$ cat config.mk
export PLATFORM = sky130hd
export DESIGN_NAME = seq_signed_divider
export DESIGN_NICKNAME = d
export VERILOG_FILES = /design/src/rtl/seq_signed_divider.sv
export SDC_FILE = /design/constraint.sdc
export NUM_CORES = 1
export LEC_CHECK = 0
export CAP_MARGIN = 0
export CORE_ASPECT_RATIO = 0.8
export CORE_MARGIN = 3
export CORE_UTILIZATION = 54
export CTS_CLUSTER_DIAMETER = 80
export CTS_CLUSTER_SIZE = 24
export DETAILED_ROUTE_END_ITERATION = 7
export GPL_TIMING_DRIVEN = 0
export PLACE_DENSITY = 0.75
export SYNTH_ARGS = -nofsm -noshare
export SYNTH_HDL_FRONTEND = slang
export SYNTH_SLANG_ARGS = --single-unit
$ cat constraint.sdc
create_clock -name clk -period 2.6 [get_ports clk]
set_clock_uncertainty 0.15 [all_clocks]
set_input_delay 0.26 -clock clk [delete_from_list [all_inputs] [get_ports clk]]
set_output_delay 0.26 -clock clk [all_outputs]
set_load 0.01 [all_outputs]
$ cat src/rtl/seq_signed_divider.sv
// -----------------------------------------------------------------------------
// seq_signed_divider
//
// Sequential two's-complement divider. It captures the operand magnitudes and
// signs, runs one unsigned restoring-division step per clock (DW steps), then
// applies the signs in a final FIX cycle and holds the results in DONE.
// With DW=8 the result is valid 9 edges after the accepting edge.
//
// Quotient truncates toward zero. Remainder takes the sign of the dividend.
// The most-negative dividend divided by -1 wraps to the most-negative value
// and raises ovf.
//
// Optional feature (compile-time macro DIV_ZERO_DETECT_EN):
//   defined   - a zero divisor skips RUN, goes straight to FIX and reports
//               div_by_zero=1, remainder=0 and a saturated quotient.
//   undefined - div_by_zero is tied 0. A zero divisor runs the full latency
//               and yields a deterministic but meaningless result.
//
// Ports:
//   clk         in   rising-edge clock
//   rst         in   asynchronous active-low reset
//   start       in   request, sampled only in IDLE or DONE
//   dividend    in   [DW-1:0] two's-complement dividend
//   divisor     in   [VW-1:0] two's-complement divisor
//   busy        out  operation in progress (RUN or FIX)
//   valid       out  results held (DONE)
//   quotient    out  [DW-1:0] signed quotient
//   remainder   out  [VW-1:0] signed remainder
//   ovf         out  quotient overflow (most-negative / -1)
//   div_by_zero out  zero-divisor flag
// -----------------------------------------------------------------------------
module seq_signed_divider #(
  parameter int DW = 8,
  parameter int VW = 4
) (
  input  logic          clk,
  input  logic          rst,
  input  logic          start,
  input  logic [DW-1:0] dividend,
  input  logic [VW-1:0] divisor,
  output logic          busy,
  output logic          valid,
  output logic [DW-1:0] quotient,
  output logic [VW-1:0] remainder,
  output logic          ovf,
  output logic          div_by_zero
);

  localparam int CW = $clog2(DW + 1);

  typedef enum logic [1:0] {IDLE, RUN, FIX, DONE} state_e;

  state_e        state_q, state_d;
  logic [CW-1:0] cnt_q, cnt_d;
  logic [DW-1:0] q_q, q_d;       // dividend magnitude shifting out, quotient magnitude shifting in
  logic [VW-1:0] r_q, r_d;       // partial remainder magnitude
  logic [VW-1:0] dmag_q, dmag_d; // divisor magnitude
  logic          qneg_q, qneg_d; // quotient is negative
  logic          rneg_q, rneg_d; // dividend (and so remainder) is negative
  logic [DW-1:0] quo_q, quo_d;
  logic [VW-1:0] rem_q, rem_d;
  logic          ovf_q, ovf_d;
`ifdef DIV_ZERO_DETECT_EN
  logic          zero_q, zero_d;
  logic          dbz_q, dbz_d;
`endif

  // Magnitudes are read as unsigned, so -2^(DW-1) and -2^(VW-1) map to
  // exactly 2^(DW-1) and 2^(VW-1) without needing an extra bit.
  logic [DW-1:0] a_mag;
  logic [VW-1:0] b_mag;
  assign a_mag = dividend[DW-1] ? -dividend : dividend;
  assign b_mag = divisor[VW-1]  ? -divisor  : divisor;

  // One restoring step: shift the next dividend bit into the remainder and
  // subtract the divisor if it fits. The extra top bit keeps the compare exact.
  logic [VW:0] trial, diff;
  assign trial = {r_q, q_q[DW-1]};
  assign diff  = trial - {1'b0, dmag_q};

  always_comb begin
    // NOTE: every variable gets its hold value first so no path infers a latch.
    state_d = state_q;
    cnt_d   = cnt_q;
    q_d     = q_q;
    r_d     = r_q;
    dmag_d  = dmag_q;
    qneg_d  = qneg_q;
    rneg_d  = rneg_q;
    quo_d   = quo_q;
    rem_d   = rem_q;
    ovf_d   = ovf_q;
`ifdef DIV_ZERO_DETECT_EN
    zero_d  = zero_q;
    dbz_d   = dbz_q;
`endif

    unique case (state_q)
      IDLE, DONE: begin
        // Results stay on the outputs; only valid drops (via the state change).
        if (start) begin
          state_d = RUN;
          cnt_d   = '0;
          q_d     = a_mag;
          r_d     = '0;
          dmag_d  = b_mag;
          qneg_d  = dividend[DW-1] ^ divisor[VW-1];
          rneg_d  = dividend[DW-1];
`ifdef DIV_ZERO_DETECT_EN
          zero_d  = (divisor == '0);
          if (divisor == '0) state_d = FIX;
`endif
        end
      end
      RUN: begin
        if (trial >= {1'b0, dmag_q}) begin
          r_d = diff[VW-1:0];
          q_d = {q_q[DW-2:0], 1'b1};
        end else begin
          r_d = trial[VW-1:0];
          q_d = {q_q[DW-2:0], 1'b0};
        end
        cnt_d = cnt_q + CW'(1);
        if (cnt_q == CW'(DW - 1)) state_d = FIX;
      end
      FIX: begin
        state_d = DONE;
        quo_d   = qneg_q ? -q_q : q_q;
        rem_d   = rneg_q ? -r_q : r_q;
        // A positive quotient with the top magnitude bit set can only come
        // from most-negative / -1; it wraps to the most-negative value.
        ovf_d   = ~qneg_q & q_q[DW-1];
`ifdef DIV_ZERO_DETECT_EN
        dbz_d   = zero_q;
        if (zero_q) begin
          quo_d = rneg_q ? {1'b1, {(DW-1){1'b0}}} : {1'b0, {(DW-1){1'b1}}};
          rem_d = '0;
          ovf_d = 1'b0;
        end
`endif
      end
      default: state_d = IDLE;
    endcase
  end

  // NOTE: state is updated with non-blocking assignments so every register
  // samples the pre-edge values regardless of statement order.
  always_ff @(posedge clk or negedge rst) begin
    if (!rst) begin
      state_q <= IDLE;
      cnt_q   <= '0;
      q_q     <= '0;
      r_q     <= '0;
      dmag_q  <= '0;
      qneg_q  <= 1'b0;
      rneg_q  <= 1'b0;
      quo_q   <= '0;
      rem_q   <= '0;
      ovf_q   <= 1'b0;
`ifdef DIV_ZERO_DETECT_EN
      zero_q  <= 1'b0;
      dbz_q   <= 1'b0;
`endif
    end else begin
      state_q <= state_d;
      cnt_q   <= cnt_d;
      q_q     <= q_d;
      r_q     <= r_d;
      dmag_q  <= dmag_d;
      qneg_q  <= qneg_d;
      rneg_q  <= rneg_d;
      quo_q   <= quo_d;
      rem_q   <= rem_d;
      ovf_q   <= ovf_d;
`ifdef DIV_ZERO_DETECT_EN
      zero_q  <= zero_d;
      dbz_q   <= dbz_d;
`endif
    end
  end

  assign busy      = (state_q == RUN) || (state_q == FIX);
  assign valid     = (state_q == DONE);
  assign quotient  = quo_q;
  assign remainder = rem_q;
  assign ovf       = ovf_q;
`ifdef DIV_ZERO_DETECT_EN
  assign div_by_zero = dbz_q;
`else
  assign div_by_zero = 1'b0;
`endif

endmodule

==> results.yml <==
clock_tree:
  cts.path.max_buffers: 2
  clock_sinks: 37
  cts_buffers: 5
  postCtsResizedCells: 0
  insertion_delay_ns: 0.29
  cts_tree: "built"
  cts-root-buf: "clkbuf_8"
  clkSlewWorstSetupHoldPaths_ns: 0.07
  htreeDepth: 2
synthesis:
  ys_top_cells_by_count: "dfrtp_1 (37), nand2_1 (27), inv_1 (19)"
  synth_most_common_cell: "dfrtp_1"
  synthTopCellsByArea: "dfrtp_1 (43%), ha_1 (7.6%), nand2_1 (4.8%), a21oi_1 (4.0%), mux2i_1 (3.8%)"
  yosys_warnings: 0
  ys_async_sr_fraction_pct: 100
  synth-seq-cells: 37
  synthFlopType: "dfrtp_1"
  synthesis.area_mm2: 0.00213
  synth_top_area_share_pct: 43.4
  yosysTopAreaCell: "dfrtp_1"
  syn_avg_cell_area_um2: 9.48
  synth_seq_area_share_pct: 43.4
  synth_edf_count: 0
  synthCells: 225
  synth_cell_types: 39
  synth_nets: 254
detailed_routing:
  wl_per_cell_um: 12.5
  met2_length_um: 1580
  routedLengthMet1_um: 2110
  drtAntennaViolNets: 0
  drc: 0
  dr.pass1.iters: 4
  via_per_inst: 5.09
  wirelength_um: 3910
  drt_iter0_drc: 78
  met3_length_um: 183
  vias: 1598
  top_layer: "met4"
min_path:
  hold_class: "in2reg"
  hold_start: "dividend[7]"
global_route:
  grt_pass1_wl_um: 6980
  grt_usage_pct: 18.5
  grt_antenna_before_repair: 0
  gr-total-overflow: 0
  grt_pass1_vias: 1512
  grt_max_degree: 38
worst_setup_path:
  cp_max_fo: 6
  criticalPathCategory: "reg2reg"
  critPathLaunch: "r_q[1]"
  required_ns: 2.67
  start_kind: "flop"
  r2r-start: "r_q[1]"
  crit_path_end_kind: "flop"
  arrival_ns: 2.37
sta:
  timing.final.ws_setup_ns: 0.302
  rsz0062_at_grt: "false"
  fmax_mhz: 435
  final.setup.tns_ns: 0
  tightest_slew_ns: 0.819
  fin_crit_sh_pct: 88.4
  min_period_ns: 2.30
  hold_viol_final: 0
  maxSlewHeadroom_pct: 45.4
  report.final.setup_viol: 0
  slew_violations: 0
pwr:
  internal_power_mw: 1.88
  p_leak_nw: 1.16
  power_density_mw_per_mm2: 1250
  irDropWorstVdd_mv: 0.618
  p_clk_share_pct: 13.1
  p_sw_mw: 1.34
  p_total_mw: 3.22
  combinationalPowerShare_pct: 53.7
  pwr-share-seq_pct: 33.2
  swShare_pct: 41.7
placement:
  placed_cell_area_mm2: 0.00247
  post-place-ws_ns: 0.328
  place_congestion: 0.839
  dp_hpwl_um: 2950
  io_buffer_count: 28
final_layout:
  seqCellArea_um2: 926
  area_delta_synth_final_pct: 20.9
  fillers: 298
  final_net_count: 290
  num_antenna_cells: 0
  multi_input_area_mm2: 0.00109
  drive_gt1_share_pct: 7.63
  fin_util_pct: 71.4
  design_area_mm2: 0.00258
die:
  die-area_mm2: 0.00475
  dieHeight_um: 62.2
  core_mm2: 0.00361
  pin_count: 31
  fp.dieW_um: 76.3
  start_util_pct: 59.0
  num_rows: 19
status:
  status: "finished clean"
flow_run:
  drv_cap: 0
==> worst max-delay path, stage by stage, from the launching register on <==
cell	delay, ns
dfrtp_1	0.44
ha_1	0.37
a21oi_1	0.16
nand2_1	0.09
a21oi_1	0.50
mux2_2	0.40
o21ai_1	0.10
==> flip-flops by register name, indices dropped and copies added, names as in the netlist <==
name	flops
dmag_q	4
ovf	1
quotient	8
qneg_q	1
r_q	4
remainder	4
cnt_q	4
state_q	2
rneg_q	1
q_q	8
==> what timing repair did <==
action,4_1_cts,5_1_grt
buffers inserted,0,0
hold buffers,1,0
hold endpoints to repair,37,0
==> cell type report <==
class / instances / share of cell area, %
Clock buffer: 6 / 3.20
Tap cell: 52 / 2.52
Sequential cell: 37 / 35.9
Clock inverter: 2 / 0.533
Buffer: 10 / 1.60
Inverter: 19 / 2.76
Multi-Input combinational cell: 159 / 42.4
Timing Repair Buffer: 29 / 11.1
==> final timing paths <==
check	endpoint	slack, ns	depth (start not counted)
setup / recovery	r_q[0]	0.30	6
max in group asynchronous	q_q[4]	1.34	2
min in group asynchronous	quotient[6]	0.45	2
setup reg to reg	r_q[0]	0.30	6
hold / removal	qneg_q	0.31	3
hold reg to reg	dmag_q[2]	0.34	2
==> kinds of logic (layout without fill, tap and decap cells) <==
family / after synthesis / after routing / synth area share [%]
buffers and inverters: 29 / 66 / 5.28
DFF: 37 / 37 / 43.4
and+or+nand+nor: 61 / 61 / 13.7
AOI/OAI and AO/OA: 52 / 52 / 14.9
muxes: 15 / 15 / 7.45
xor gates and xnor gates: 16 / 16 / 6.57
other: 1 / 1 / 0.176
adders and majority gates: 14 / 14 / 8.56
==> power groups by stage <==
| stage | sequential, mW | clock, mW | combinational, mW |
|---|---|---|---|
| after floorplan | 1.08 | 0 | 1.16 |
| after global placement | 1.06 | 0 | 1.69 |
| after detailed placement | 1.08 | 0 | 1.73 |
| after CTS | 1.07 | 0.436 | 1.74 |
| after global routing | 1.11 | 0.459 | 1.95 |
| final | 1.07 | 0.421 | 1.73 |
==> layout by cell type, fill, tap and decap left out, drive strengths merged, types with 8 or more instances in the layout <==
cell	netlist	layout
xor2	8	8
mux2i	8	8
xnor2	8	8
clkdlybuf4s50	0	27
o21ai	20	20
inv	19	19
clkbuf	8	14
a21oi	17	17
nor2	15	15
nand2	27	27
dfrtp	37	37
ha	13	13
==> layer usage <==
metal / global-route usage [%] / vias up
met3: 5.78 / 2
met1: 25.1 / 718
met4: 7.47 / 0
met5: 0 / -
li1: - / 838
met2: 27.4 / 40
==> per-stage QoR <==
step / hold slack [ns] / instances
finish: 0.306 / 314
global route: 0.351 / 314
CTS: 0.310 / 314
detailed placement: 0.246 / 305
global placement: 0.316 / 305
floorplan: -0.186 / 225
No activity file was read; power rests on OpenSTA's default activity.
